`config.mk`:
```
export PLATFORM = sky130hd
export DESIGN_NAME = vec_cache_evdb_alloc_ctrl
export DESIGN_NICKNAME = d
export VERILOG_FILES = /design/src/rtl/vector_cache_pkg.sv /design/src/rtl/vec_cache_idx_fifo.sv /design/src/rtl/vec_cache_evdb_alloc_ctrl.sv
export SDC_FILE = /design/constraint.sdc
export NUM_CORES = 1
export LEC_CHECK = 0
export ABC_AREA = 1
export CAP_MARGIN = 5
export CORE_AREA = 2 2 143 75
export DETAILED_ROUTE_END_ITERATION = 16
export DIE_AREA = 0 0 145 77
export HOLD_SLACK_MARGIN = 0.02
export PLACE_DENSITY_LB_ADDON = 0.25
export SLEW_MARGIN = 15
export SYNTH_ARGS = -nofsm -noshare
export SYNTH_HDL_FRONTEND = slang
export SYNTH_SLANG_ARGS = --single-unit
```
`constraint.sdc`:
```
create_clock -name clk -period 4.7 [get_ports clk]
set_clock_uncertainty 0.15 [all_clocks]
set_input_delay 0.705 -clock clk [delete_from_list [all_inputs] [get_ports clk]]
set_output_delay 0.705 -clock clk [all_outputs]
set_load 0.05 [all_outputs]
```
`src/rtl/vector_cache_pkg.sv`:
```
// Shared vector-cache constants and the evict-data-buffer group state type.
package vector_cache_pkg;

    localparam int EVDB_ENTRY_NUM = 32;
    localparam int EVDB_GRP_NUM_DFLT = EVDB_ENTRY_NUM / 4;
    localparam int GRP_IDX_W = $clog2(EVDB_GRP_NUM_DFLT);

    typedef enum logic [1:0] {
        GRP_IDLE   = 2'd0,
        GRP_ALLOC  = 2'd1,
        GRP_FILLED = 2'd2,
        GRP_DRAIN  = 2'd3
    } grp_state_e;

endpackage

```
`src/rtl/vec_cache_idx_fifo.sv`:
```
// In-order index FIFO; head read straight from flops so a push into an empty
// FIFO only shows up on the following cycle.
module vec_cache_idx_fifo #(
    parameter int DEPTH = 8,
    parameter int WIDTH = 3
) (
    input  logic             clk,
    input  logic             rst_n,
    input  logic             push_i,
    input  logic [WIDTH-1:0] push_data_i,
    input  logic             pop_i,
    output logic             empty_o,
    output logic [WIDTH-1:0] head_o
);

    localparam int AW = (DEPTH > 1) ? $clog2(DEPTH) : 1;

    logic [AW:0]                  wr_q, rd_q;
    logic [DEPTH-1:0][WIDTH-1:0]  mem_q;
    logic                         full, push_ok, pop_ok;

    // Address wraps at DEPTH (not necessarily a power of two); MSB toggles per lap.
    function automatic logic [AW:0] ptr_inc(input logic [AW:0] p);
        if (p[AW-1:0] == AW'(DEPTH - 1))
            return {~p[AW], {AW{1'b0}}};
        return p + (AW + 1)'(1);
    endfunction

    assign empty_o = (wr_q == rd_q);
    assign full    = (wr_q[AW-1:0] == rd_q[AW-1:0]) && (wr_q[AW] != rd_q[AW]);
    assign push_ok = push_i && !full;
    assign pop_ok  = pop_i && !empty_o;
    assign head_o  = mem_q[rd_q[AW-1:0]];

    always_ff @(posedge clk or negedge rst_n) begin
        if (!rst_n) begin
            wr_q  <= '0;
            rd_q  <= '0;
            mem_q <= '0;
        end else begin
            if (push_ok) begin
                mem_q[wr_q[AW-1:0]] <= push_data_i;
                wr_q                <= ptr_inc(wr_q);
            end
            if (pop_ok)
                rd_q <= ptr_inc(rd_q);
        end
    end

endmodule

```
`src/rtl/vec_cache_evdb_alloc_ctrl.sv`:
```
// Evict data buffer group allocator: IDLE->ALLOC->FILLED->DRAIN->IDLE per group,
// with filled groups drained downstream in fill order.
module vec_cache_evdb_alloc_ctrl
    import vector_cache_pkg::*;
#(
    parameter int EVDB_GRP_NUM  = EVDB_ENTRY_NUM / 4,
    parameter int GRP_IDX_WIDTH = $clog2(EVDB_GRP_NUM)
) (
    input  logic                                 clk,
    input  logic                                 rst_n,
    input  logic                                 alloc_req_vld,
    output logic                                 alloc_req_rdy,
    output logic [GRP_IDX_WIDTH-1:0]             alloc_grp_idx,
    input  logic                                 fill_done_vld,
    input  logic [GRP_IDX_WIDTH-1:0]             fill_done_grp_idx,
    output logic                                 drain_vld,
    output logic [GRP_IDX_WIDTH-1:0]             drain_grp_idx,
    input  logic                                 drain_rdy,
    input  logic                                 release_vld,
    input  logic [GRP_IDX_WIDTH-1:0]             release_grp_idx,
    output logic [$clog2(EVDB_GRP_NUM+1)-1:0]    free_cnt,
    output logic                                 err_sticky
);

    localparam int CNT_W = $clog2(EVDB_GRP_NUM + 1);

    grp_state_e                state_q [EVDB_GRP_NUM];
    grp_state_e                state_d [EVDB_GRP_NUM];
    logic [CNT_W-1:0]          free_cnt_q, free_cnt_d;
    logic                      err_q;
    logic                      alloc_fire, fill_ok, rel_ok, drain_fire, fifo_empty;
    logic [GRP_IDX_WIDTH-1:0]  head_idx;

    // Ready/grant come only from registered state, so a release frees its group next cycle.
    always_comb begin
        alloc_req_rdy = 1'b0;
        alloc_grp_idx = '0;
        for (int g = EVDB_GRP_NUM - 1; g >= 0; g--) begin
            if (state_q[g] == GRP_IDLE) begin
                alloc_req_rdy = 1'b1;
                alloc_grp_idx = GRP_IDX_WIDTH'(g);
            end
        end
    end

    assign alloc_fire    = alloc_req_vld && alloc_req_rdy;
    assign drain_vld     = !fifo_empty;
    assign drain_grp_idx = head_idx;
    assign drain_fire    = drain_vld && drain_rdy;

    // Each event is gated by the state it expects, so the four events can never collide on one group.
    always_comb begin
        state_d = state_q;
        fill_ok = 1'b0;
        rel_ok  = 1'b0;
        for (int g = 0; g < EVDB_GRP_NUM; g++) begin
            if (state_q[g] == GRP_IDLE && alloc_fire && alloc_grp_idx == GRP_IDX_WIDTH'(g))
                state_d[g] = GRP_ALLOC;
            if (state_q[g] == GRP_ALLOC && fill_done_vld && fill_done_grp_idx == GRP_IDX_WIDTH'(g)) begin
                state_d[g] = GRP_FILLED;
                fill_ok    = 1'b1;
            end
            if (state_q[g] == GRP_FILLED && drain_fire && head_idx == GRP_IDX_WIDTH'(g))
                state_d[g] = GRP_DRAIN;
            if (state_q[g] == GRP_DRAIN && release_vld && release_grp_idx == GRP_IDX_WIDTH'(g)) begin
                state_d[g] = GRP_IDLE;
                rel_ok     = 1'b1;
            end
        end
    end

    always_comb begin
        free_cnt_d = free_cnt_q;
        if (alloc_fire && !rel_ok)
            free_cnt_d = free_cnt_q - CNT_W'(1);
        else if (rel_ok && !alloc_fire)
            free_cnt_d = free_cnt_q + CNT_W'(1);
    end

    always_ff @(posedge clk or negedge rst_n) begin
        if (!rst_n) begin
            for (int g = 0; g < EVDB_GRP_NUM; g++)
                state_q[g] <= GRP_IDLE;
            free_cnt_q <= CNT_W'(EVDB_GRP_NUM);
            err_q      <= 1'b0;
        end else begin
            state_q    <= state_d;
            free_cnt_q <= free_cnt_d;
            err_q      <= err_q | (fill_done_vld & ~fill_ok) | (release_vld & ~rel_ok);
        end
    end

    assign free_cnt   = free_cnt_q;
    assign err_sticky = err_q;

    vec_cache_idx_fifo #(
        .DEPTH (EVDB_GRP_NUM),
        .WIDTH (GRP_IDX_WIDTH)
    ) u_drain_fifo (
        .clk         (clk),
        .rst_n       (rst_n),
        .push_i      (fill_ok),
        .push_data_i (fill_done_grp_idx),
        .pop_i       (drain_fire),
        .empty_o     (fifo_empty),
        .head_o      (head_idx)
    );

endmodule

```
==> flow_metrics.py <==
metrics = {
    "run_status": {
        "run_status": "finished clean",
    },
    "floorplanning": {
        "top_level_ports": 25,
        "die_area_um2": 11200,
        "start_util_pct": 34.4,
        "core_area_um2": 9920,
        "die_height_um": 77,
        "rows": 26,
        "die_w_um": 145,
    },
    "worst_setup_path": {
        "cp_data_arrival_time_ns": 2.71,
        "start_kind": "flip-flop",
        "slowest_stage": "dfrtp_1",
        "rr_endpoint": "free_cnt[3]",
        "path_class": "reg -> out",
        "reg2reg_from": "state_q[0]",
        "worst_setup_path_end_kind": "output port",
        "worstPathRequired_ns": 3.85,
        "crit_top_cell": "nand2_1",
        "path_depth": 6,
        "slowest_delay_ns": 0.76,
        "r2r_cells": 13,
        "crit_fanout": 19,
        "r2r_setup_slack_ns": 1.92,
        "critPathBufInv": 2,
        "crit_family": "buffers and inverters",
        "path_cells": "inv_2, o21ai_0, nand2_1, nand2_1, nand2_2, clkdlybuf4s50_1",
    },
    "power": {
        "power.density_nw_per_um2": 774,
        "total_leakage_power_nw": 2.07,
        "peakVddDrop_uv": 295,
    },
    "synth": {
        "syn_inst": 486,
        "ys.flop_type": "dfrtp_1",
        "synth-xor-area-share_pct": 1.79,
        "async_flop_share_pct": 100,
        "synth_top_family_by_area": "simple AND/OR/NAND/NOR gates",
        "avgSynthCellArea_um2": 7.03,
        "synthAdderAreaFrac_pct": 3.15,
        "synthMuxAreaShare_pct": 0,
        "synth_edf_count": 0,
        "synth.cell_area_um2": 3420,
        "synth-simple-area-share_pct": 38.9,
        "seq_area_frac_synth_pct": 38.9,
        "synth_area_leaders": "dfrtp_1, nand2_1, nor2_1, inv_1, nand3_1",
        "yosysWarnings": 0,
        "synth_compound_gate_area_share_pct": 7.03,
        "yosys_register_bits": 53,
        "yosysTopAreaCellShare_pct": 38.1,
        "ys_types": 36,
        "syn_nets": 506,
        "synth_top_area_cell": "dfrtp_1",
    },
    "sta": {
        "tns_ns": 0,
        "report.final.slew_viol_count": 0,
        "finalCritPeriodShare_pct": 75.8,
        "setup_viol": 0,
        "min_period_ns": 3.56,
        "rsz0062_at_grt": "no",
        "fmax_ghz": 0.281,
        "slew_headroom_pct": 52.2,
        "tightest_slew_ns": 0.714,
        "hold_viol": 0,
    },
    "placement": {
        "dp_cells": 641,
        "place_hpwl_um": 7520,
        "gp_congestion": 1.02,
        "portBuffers": 24,
    },
    "clock_network": {
        "cts.sinks": 53,
        "ctsResizeCount": 0,
        "root_buffer": "clkbuf_16",
        "holdBufCountCts": 0,
        "cts_buffers": 5,
        "worst_skew_pair.late_latency_ns": 0.29,
        "path_clk_slew_ns": 0.07,
        "tritoncts": "yes",
        "postCtsSetupBuffers": 0,
        "htree_levels": 2,
        "clockBufferDepth": 2,
    },
    "route": {
        "vias_per_cell": 4.91,
        "drc": 0,
        "dr.pass1.iters": 5,
        "drt_iter0_markers": 321,
        "vias": 3189,
        "ant_nets": 0,
        "wirelength_um": 9650,
        "wire_per_inst_um": 14.9,
    },
    "grt": {
        "track_usage_pct": 18.0,
        "overflow": 0,
        "antenna_found_initial": 0,
        "grt_pass1_vias": 2864,
        "grt_max_degree": 36,
        "grt_pass1_wl_um": 15600,
    },
    "run": {
        "cap_viol_max_count": 0,
    },
    "final_layout": {
        "fin_util_pct": 39.0,
        "antenna_cells": 0,
        "instances_no_fill": 649,
        "drive_gt1_share_pct": 6.68,
        "area_growth_pct": 13.3,
        "layout.nets": 528,
        "fill_cells": 1041,
    },
    "worst_hold_path": {
        "min_path_type": "in -> async",
    },
}
## worst max-delay path by stage
stage / from / endpoint
after global routing: u_drain_fifo.rd_q[0] / drain_grp_idx[2]
after floorplan: release_grp_idx[1] / free_cnt[3]
final: u_drain_fifo.rd_q[0] / drain_grp_idx[0]
after global placement: release_vld / free_cnt[3]
after detailed placement: release_vld / free_cnt[3]
after CTS: u_drain_fifo.rd_q[0] / drain_grp_idx[0]
## cells in the mapped netlist (2+ instances only)
| cell | number |
|---|---|
| a21boi_1 | 2 |
| a21oi_1 | 11 |
| buf_2 | 2 |
| buf_6 | 7 |
| dfrtp_1 | 52 |
| ha_1 | 7 |
| inv_1 | 58 |
| inv_2 | 3 |
| nand2_1 | 154 |
| nand2_2 | 4 |
| nand2_4 | 3 |
| nand3_1 | 39 |
| nand3_2 | 2 |
| nand3b_1 | 2 |
| nand4_1 | 13 |
| nand4_2 | 2 |
| nor2_1 | 67 |
| nor2_2 | 7 |
| nor2_4 | 2 |
| nor3_1 | 5 |
| o211ai_1 | 4 |
| o21ai_0 | 13 |
| o21ai_1 | 9 |
| xnor2_1 | 2 |
| xor2_1 | 5 |
## layer usage
metal,GRT usage (%),part of all wire [%],vias up
li1,-,-,1587
met1,30.3,56,1464
met2,21.6,34,130
met3,5.18,8.9,8
met4,2.48,0.55,0
met5,0,0,-
## stage by stage
step | area, um^2 | setup slack [ns] | hold WS [ns] | total power [mW]
after floorplan | 3420 | 1.98 | 0.259 | 2.13
after global placement | 3730 | 1.21 | 0.299 | 2.61
after detailed placement | 3730 | 1.11 | 0.303 | 2.60
after CTS | 3870 | 1.16 | 0.281 | 2.99
after global routing | 3870 | 1.01 | 0.299 | 3.25
final | 3870 | 1.14 | 0.255 | 3.00
## final cells by class
| type | instances | area [um^2] | area share (%) |
|---|---|---|---|
| sequential | 53 | 1330 | 34.3 |
| clock buffer | 8 | 146 | 3.78 |
| inverter | 62 | 235 | 6.07 |
| tap | 140 | 175 | 4.52 |
| multi-input combinational | 360 | 1740 | 44.9 |
| timing repair buffer | 26 | 250 | 6.46 |
## kinds of logic (layout without fill, tap and decap cells)
| family | after synthesis | in the layout |
|---|---|---|
| buffers and inverters | 73 | 96 |
| flip-flops | 53 | 53 |
| AND/OR/NAND/NOR | 302 | 302 |
| AO/OA/AOI/OAI | 43 | 43 |
| XOR/XNOR | 7 | 7 |
| adder cells (fa/ha/maj) | 8 | 8 |
## registers in the layout (all words and copies together) (netlist names)
| register | count |
|---|---|
| err_sticky | 1 |
| free_cnt | 4 |
| state_q | 16 |
| u_drain_fifo.mem_q | 24 |
| u_drain_fifo.rd_q | 4 |
| u_drain_fifo.wr_q | 4 |
## worst reg2reg max path: cells and delay by family (launching register included)
family                   cells  cell delay [ns]
XOR/XNOR                     1             0.13
adder cells (fa/ha/maj)      2             0.54
buffers and inverters        1             0.11
AO/OA/AOI/OAI                1             0.22
flip-flops                   1             0.43
AND/OR/NAND/NOR              8             1.13
## cell usage in the layout, fill, tap and decap left out, types with 3 or more instances in the layout
master	netlist	layout
nand2_4	3	3
ha_1	7	7
o21ai_1	9	9
clkbuf_16	0	5
nor2_2	7	7
nand2_2	4	4
dfrtp_1	52	52
nand2_1	154	154
inv_1	58	58
inv_2	3	3
o211ai_1	4	4
nand3_1	39	39
a21oi_1	11	11
xor2_1	5	5
nor2_1	67	67
o21ai_0	13	13
nor3_1	5	5
nand4_1	13	13
clkdlybuf4s50_1	0	23
## power by group
part | switching, mW | leakage [nW] | internal, mW
sequential | 0.240 | 0.646 | 0.668
clock | 0.166 | 0.0712 | 0.213
combinational | 1.17 | 1.35 | 0.544
total | 1.57 | 2.07 | 1.43
No activity file was read; power rests on OpenSTA's default activity.
